==> src/rtl/trade_report_tx.sv <==
// Execution-report transmitter: queues approved trades and serialises
// each one as a 7-byte frame (SOF, SEQ, price, qty, buy, sell, CHK).
module trade_report_tx #(
    parameter int         DEPTH    = 8,
    parameter int         ADDR_W   = 3,
    parameter logic [7:0] SOF_BYTE = 8'hA5
) (
    input  logic              CLK,
    input  logic              RESET,
    input  logic              TRADE_APPROVED,
    input  logic [7:0]        APPR_PRICE,
    input  logic [7:0]        APPR_QTY,
    input  logic [7:0]        APPR_BUY_ID,
    input  logic [7:0]        APPR_SELL_ID,
    output logic [7:0]        TX_DATA,
    output logic              TX_VALID,
    input  logic              TX_READY,
    output logic [ADDR_W:0]   FIFO_COUNT,
    output logic [15:0]       DROP_COUNT,
    output logic              OVERFLOW
);

    typedef enum logic [2:0] {
        S_IDLE, S_SOF, S_SEQ, S_PRICE, S_QTY, S_BUY, S_SELL, S_CHK
    } state_t;

    state_t            state_q, state_d;
    logic [31:0]       mem_q [DEPTH];
    logic [ADDR_W-1:0] wr_ptr_q, wr_ptr_d;
    logic [ADDR_W-1:0] rd_ptr_q, rd_ptr_d;
    logic [ADDR_W:0]   count_q, count_d;
    logic [15:0]       drop_q, drop_d;
    logic              ovf_q, ovf_d;
    logic [7:0]        seq_q, seq_d;
    logic [7:0]        price_q, price_d;
    logic [7:0]        qty_q, qty_d;
    logic [7:0]        buy_q, buy_d;
    logic [7:0]        sell_q, sell_d;
    logic [7:0]        chk_q, chk_d;
    logic [7:0]        tx_data_q, tx_data_d;
    logic              tx_valid_q, tx_valid_d;
    logic              full, push, drop, pop, hs;
    logic [31:0]       head;

    // Full is judged on the registered count, so a same-cycle pop never frees a slot
    assign full = (count_q == (ADDR_W+1)'(DEPTH));
    assign push = TRADE_APPROVED && !full;
    assign drop = TRADE_APPROVED && full;
    assign pop  = (state_q == S_IDLE) && (count_q != '0);
    assign hs   = tx_valid_q && TX_READY;
    assign head = mem_q[rd_ptr_q];

    always_ff @(posedge CLK) begin
        if (push) mem_q[wr_ptr_q] <= {APPR_PRICE, APPR_QTY, APPR_BUY_ID, APPR_SELL_ID};
    end

    always_comb begin
        wr_ptr_d = wr_ptr_q;
        rd_ptr_d = rd_ptr_q;
        count_d  = count_q;
        drop_d   = drop_q;
        ovf_d    = ovf_q;
        if (push) wr_ptr_d = wr_ptr_q + 1'b1;
        if (pop)  rd_ptr_d = rd_ptr_q + 1'b1;
        if (push && !pop) count_d = count_q + 1'b1;
        if (pop && !push) count_d = count_q - 1'b1;
        if (drop) begin
            ovf_d = 1'b1;
            if (drop_q != 16'hFFFF) drop_d = drop_q + 16'd1;
        end
    end

    always_ff @(posedge CLK or posedge RESET) begin
        if (RESET) begin
            state_q    <= S_IDLE;
            wr_ptr_q   <= '0;
            rd_ptr_q   <= '0;
            count_q    <= '0;
            drop_q     <= '0;
            ovf_q      <= 1'b0;
            seq_q      <= '0;
            price_q    <= '0;
            qty_q      <= '0;
            buy_q      <= '0;
            sell_q     <= '0;
            chk_q      <= '0;
            tx_data_q  <= '0;
            tx_valid_q <= 1'b0;
        end else begin
            state_q    <= state_d;
            wr_ptr_q   <= wr_ptr_d;
            rd_ptr_q   <= rd_ptr_d;
            count_q    <= count_d;
            drop_q     <= drop_d;
            ovf_q      <= ovf_d;
            seq_q      <= seq_d;
            price_q    <= price_d;
            qty_q      <= qty_d;
            buy_q      <= buy_d;
            sell_q     <= sell_d;
            chk_q      <= chk_d;
            tx_data_q  <= tx_data_d;
            tx_valid_q <= tx_valid_d;
        end
    end

    always_comb begin
        state_d = state_q;
        unique case (state_q)
            S_IDLE:  if (pop) state_d = S_SOF;
            S_SOF:   if (hs) state_d = S_SEQ;
            S_SEQ:   if (hs) state_d = S_PRICE;
            S_PRICE: if (hs) state_d = S_QTY;
            S_QTY:   if (hs) state_d = S_BUY;
            S_BUY:   if (hs) state_d = S_SELL;
            S_SELL:  if (hs) state_d = S_CHK;
            S_CHK:   if (hs) state_d = S_IDLE;
        endcase
    end

    // Each state presents its own byte; a handshake preloads the next one
    always_comb begin
        tx_data_d  = tx_data_q;
        tx_valid_d = tx_valid_q;
        seq_d      = seq_q;
        price_d    = price_q;
        qty_d      = qty_q;
        buy_d      = buy_q;
        sell_d     = sell_q;
        chk_d      = chk_q;
        unique case (state_q)
            S_IDLE: begin
                tx_valid_d = 1'b0;
                if (pop) begin
                    {price_d, qty_d, buy_d, sell_d} = head;
                    chk_d = seq_q ^ head[31:24] ^ head[23:16] ^ head[15:8] ^ head[7:0];
                    tx_data_d  = SOF_BYTE;
                    tx_valid_d = 1'b1;
                end
            end
            S_SOF:   if (hs) tx_data_d = seq_q;
            S_SEQ:   if (hs) tx_data_d = price_q;
            S_PRICE: if (hs) tx_data_d = qty_q;
            S_QTY:   if (hs) tx_data_d = buy_q;
            S_BUY:   if (hs) tx_data_d = sell_q;
            S_SELL:  if (hs) tx_data_d = chk_q;
            S_CHK: begin
                if (hs) begin
                    tx_valid_d = 1'b0;
                    seq_d      = seq_q + 8'd1;
                end
            end
        endcase
    end

    assign TX_DATA    = tx_data_q;
    assign TX_VALID   = tx_valid_q;
    assign FIFO_COUNT = count_q;
    assign DROP_COUNT = drop_q;
    assign OVERFLOW   = ovf_q;

endmodule

==> config.mk <==
export PLATFORM = sky130hd
export DESIGN_NAME = trade_report_tx
export DESIGN_NICKNAME = d
export VERILOG_FILES = /design/src/rtl/trade_report_tx.sv
export SDC_FILE = /design/constraint.sdc
export NUM_CORES = 1
export LEC_CHECK = 0
export BUFFER_PORTS_ARGS = -buffer_cell sky130_fd_sc_hd__clkbuf_2
export CORE_UTILIZATION = 61
export DETAILED_ROUTE_END_ITERATION = 12
export PLACE_DENSITY = 0.9
export SLEW_MARGIN = 20
export SYNTH_ARGS = -nofsm -noshare
export SYNTH_HDL_FRONTEND = slang
export SYNTH_SLANG_ARGS = --single-unit
export TNS_END_PERCENT = 100
==> constraint.sdc <==
create_clock -name CLK -period 4.9 [get_ports CLK]
set_input_delay 0.49 -clock CLK [delete_from_list [all_inputs] [get_ports CLK]]
set_output_delay 0.49 -clock CLK [all_outputs]
set_load 0.01 [all_outputs]
==> flow_summary.ini <==
[status]
outcome = completed

[timing]
min_period_over_period_pct = 65.8
slew_headroom_pct = 41.3
skew_ns = 0.0200
grt_setup_unrepaired = false
worstMarginPinSlew_ns = 0.880
slew_violations = 0
setup_ws_ns = 1.68
setup_tns_ns = 0
setup_violations = 0
hold-worst-slack_ns = 0.104
clock.fmax_mhz = 310
hold_violations = 0
period_needed_ns = 3.22

[synthesis]
yosysWarningCount = 0
synth.distinct_cells = 40
synth.most_common_cell = edfxtp_1
ys_top_cells_by_area = edfxtp_1, dfrtp_1, mux4_2
synth_enable_flop_cells = 256
synth_commonest_cells = edfxtp_1, dfrtp_1, mux4_2
yosys.area.top_type = edfxtp_1
synthCells = 772
avgSynthCellArea_um2 = 18.2
synthFlopType = edfxtp_1
async_flop_share_pct = 25.4
yosys_register_bits = 343
syn_nets = 819
syn-cell-area_um2 = 14000
yosysTopAreaCellShare_pct = 54.8
yosysSeqAreaShare_pct = 70.4

[routing]
drt_iter0_markers = 832
wl_um = 29100
dr_total_vias = 7528
firstDrtPassIters = 6
drc = 0
wl_per_cell_um = 24.9
ant_nets = 0
avgViaCountPerCell = 6.45

[place]
dp.final_hpwl_um = 16500
io_buffers = 65
gp_congestion = 0.820
placed_cell_area_um2 = 14700
pre_cts_ws_ns = 1.76

[power_and_ir_drop]
irDropWorstVdd_v = 0.000522
powerDensity_nw_per_um2 = 456
static-leakage-power_nw = 5.75
finalPower_mw = 7.28

[die]
start_util_pct = 62.1
die_x_um = 154
dieArea_um2 = 23600
die_h_um = 154
ioPinCount = 66
core_um2 = 22600
num_rows = 55

[clock_tree]
cts_inserted_buffers = 35
post_cts_resized = 0
insertion_delay_ns = 0.53
hold_buffers = 0
cts_tree = done
clkSinkCount = 343
clockRootBuffer = clkbuf_16
path_clk_slew_ns = 0.06
cts_setup_buffers = 0
cts.path.max_buffers = 3
htreeDepth = 2

[worst_setup_path]
cp-start-kind = register
regToRegSetupSlack_ns = 1.68
worstPathCellList = inv_1, ha_1, and3_2, ha_1, xor2_1, ha_1, a21oi_1, xor2_1, nor2_1, xor2_1
r2r_start = state_q[0]
arrival_ns = 3.63
end_kind = register
required_ns = 5.30
crit_type = reg -> reg
rr_worst_depth = 10
slowest_delay_ns = 0.83
path_max_fanout = 41
worst_path_max_delay_cell = and3_2
r2r_end = FIFO_COUNT[2]

[global_routing]
grt_max_degree = 51
grt_pass1_wl_um = 45100
antenna_found_initial = 3
first_global_vias = 7863
globalRouteTotalUtil_pct = 25.9
grt.overflow.total = 0

[final_layout]
drive_gt1_share_pct = 28.7
final_cell_area_um2 = 16000
layout-area-overhead-vs-synth_pct = 13.9
nets = 900

[hold_path]
hold_path.class = in -> async

[job]
maxCapViolations = 0
layout by cell type, fill, tap and decap left out, types with 5 or more instances in the layout:
master and instances:
nand3_1 12, nand4_1 8, xnor2_1 46, ha_1 11
dfrtp_1 84, clkbuf_2 65, o21ai_0 6, clkinv_2 5
clkbuf_16 38, and3_1 6, mux2_2 31, bufinv_16 6
nand2_1 24, xnor3_1 8, mux4_2 64, a222oi_1 12
a21oi_1 37, nor2_1 40, edfxtp_1 256, xor2_1 9
buf_4 15, mux2i_1 37
worst max-delay path: cells and delay by family, from the launching register on:
kind                       cells  cell delay, ns
AOI/OAI and AO/OA              1            0.15
xor gates and xnor gates       3            0.39
adders and majority gates      3            1.18
buffers and inverters          1            0.10
DFF                            1            0.40
and+or+nand+nor                2            0.89
final cells by class:
type / count / area (µm²)
Inverter: 5 / 20.0
Fill cell: 1292 / 6600
Tap cell: 285 / 357
Antenna cell: 2 / 5.00
Sequential cell: 343 / 9870
Multi-Input combinational cell: 388 / 4000
Clock inverter: 19 / 275
Clock buffer: 45 / 1010
Timing Repair Buffer: 80 / 438
flip-flops by register name, summed over array words and instances (netlist names), 8 cells and up:
| register | cells |
|---|---|
| DROP_COUNT | 16 |
| TX_DATA | 8 |
| buy_q | 8 |
| chk_q | 8 |
| mem_q | 256 |
| price_q | 8 |
| qty_q | 8 |
| sell_q | 8 |
| seq_q | 8 |
worst max-delay path by stage:
| stage | startpoint | end | slack (ns) | cells past startpoint |
|---|---|---|---|---|
| 2_1_floorplan | FIFO_COUNT[1] | mem_q[0][0] | 0.43 | 4 |
| 6_report | state_q[0] | FIFO_COUNT[2] | 1.68 | 10 |
| 3_3_place_gp | state_q[0] | FIFO_COUNT[2] | 1.87 | 10 |
| 3_5_place_dp | state_q[0] | FIFO_COUNT[2] | 1.76 | 10 |
| 5_1_grt | state_q[0] | FIFO_COUNT[2] | 1.46 | 10 |
| 4_1_cts | state_q[0] | FIFO_COUNT[2] | 1.73 | 10 |
layer usage:
metal / wire length [µm] / part of all wire [%] / global-route usage [%] / vias up
met5: 11 / 0.038 / 0 / -
met4: 878 / 3.0 / 10.1 / 2
met3: 2460 / 8.5 / 5.02 / 75
met2: 14900 / 51 / 43.5 / 389
met1: 10800 / 37 / 33.9 / 3848
li1: - / - / - / 3214
metrics by stage:
step	cells	utilization, %
global placement	1101	65.0
floorplan	772	-
detailed placement	1101	65.0
CTS	1165	70.7
finish	1167	70.8
global route	1166	70.7
cell families (layout without fill, tap and decap cells):
logic type	Yosys count	after routing	share of synthesized area (%)
AOI/OAI and AO/OA	70	70	3.29
xor gates and xnor gates	63	63	4.72
adders and majority gates	11	11	0.982
buffers and inverters	41	149	1.51
DFF	343	343	70.4
muxes	132	132	15.4
other	0	2	0
and+or+nand+nor	112	112	3.73
report_power, final:
group	internal [mW]	switching, mW	leakage, nW
clock network	1.79	1.10	0.625
logic	0.266	0.464	1.63
registers	3.51	0.149	3.50
total	5.57	1.72	5.75
No activity file was read; power rests on OpenSTA's default activity.
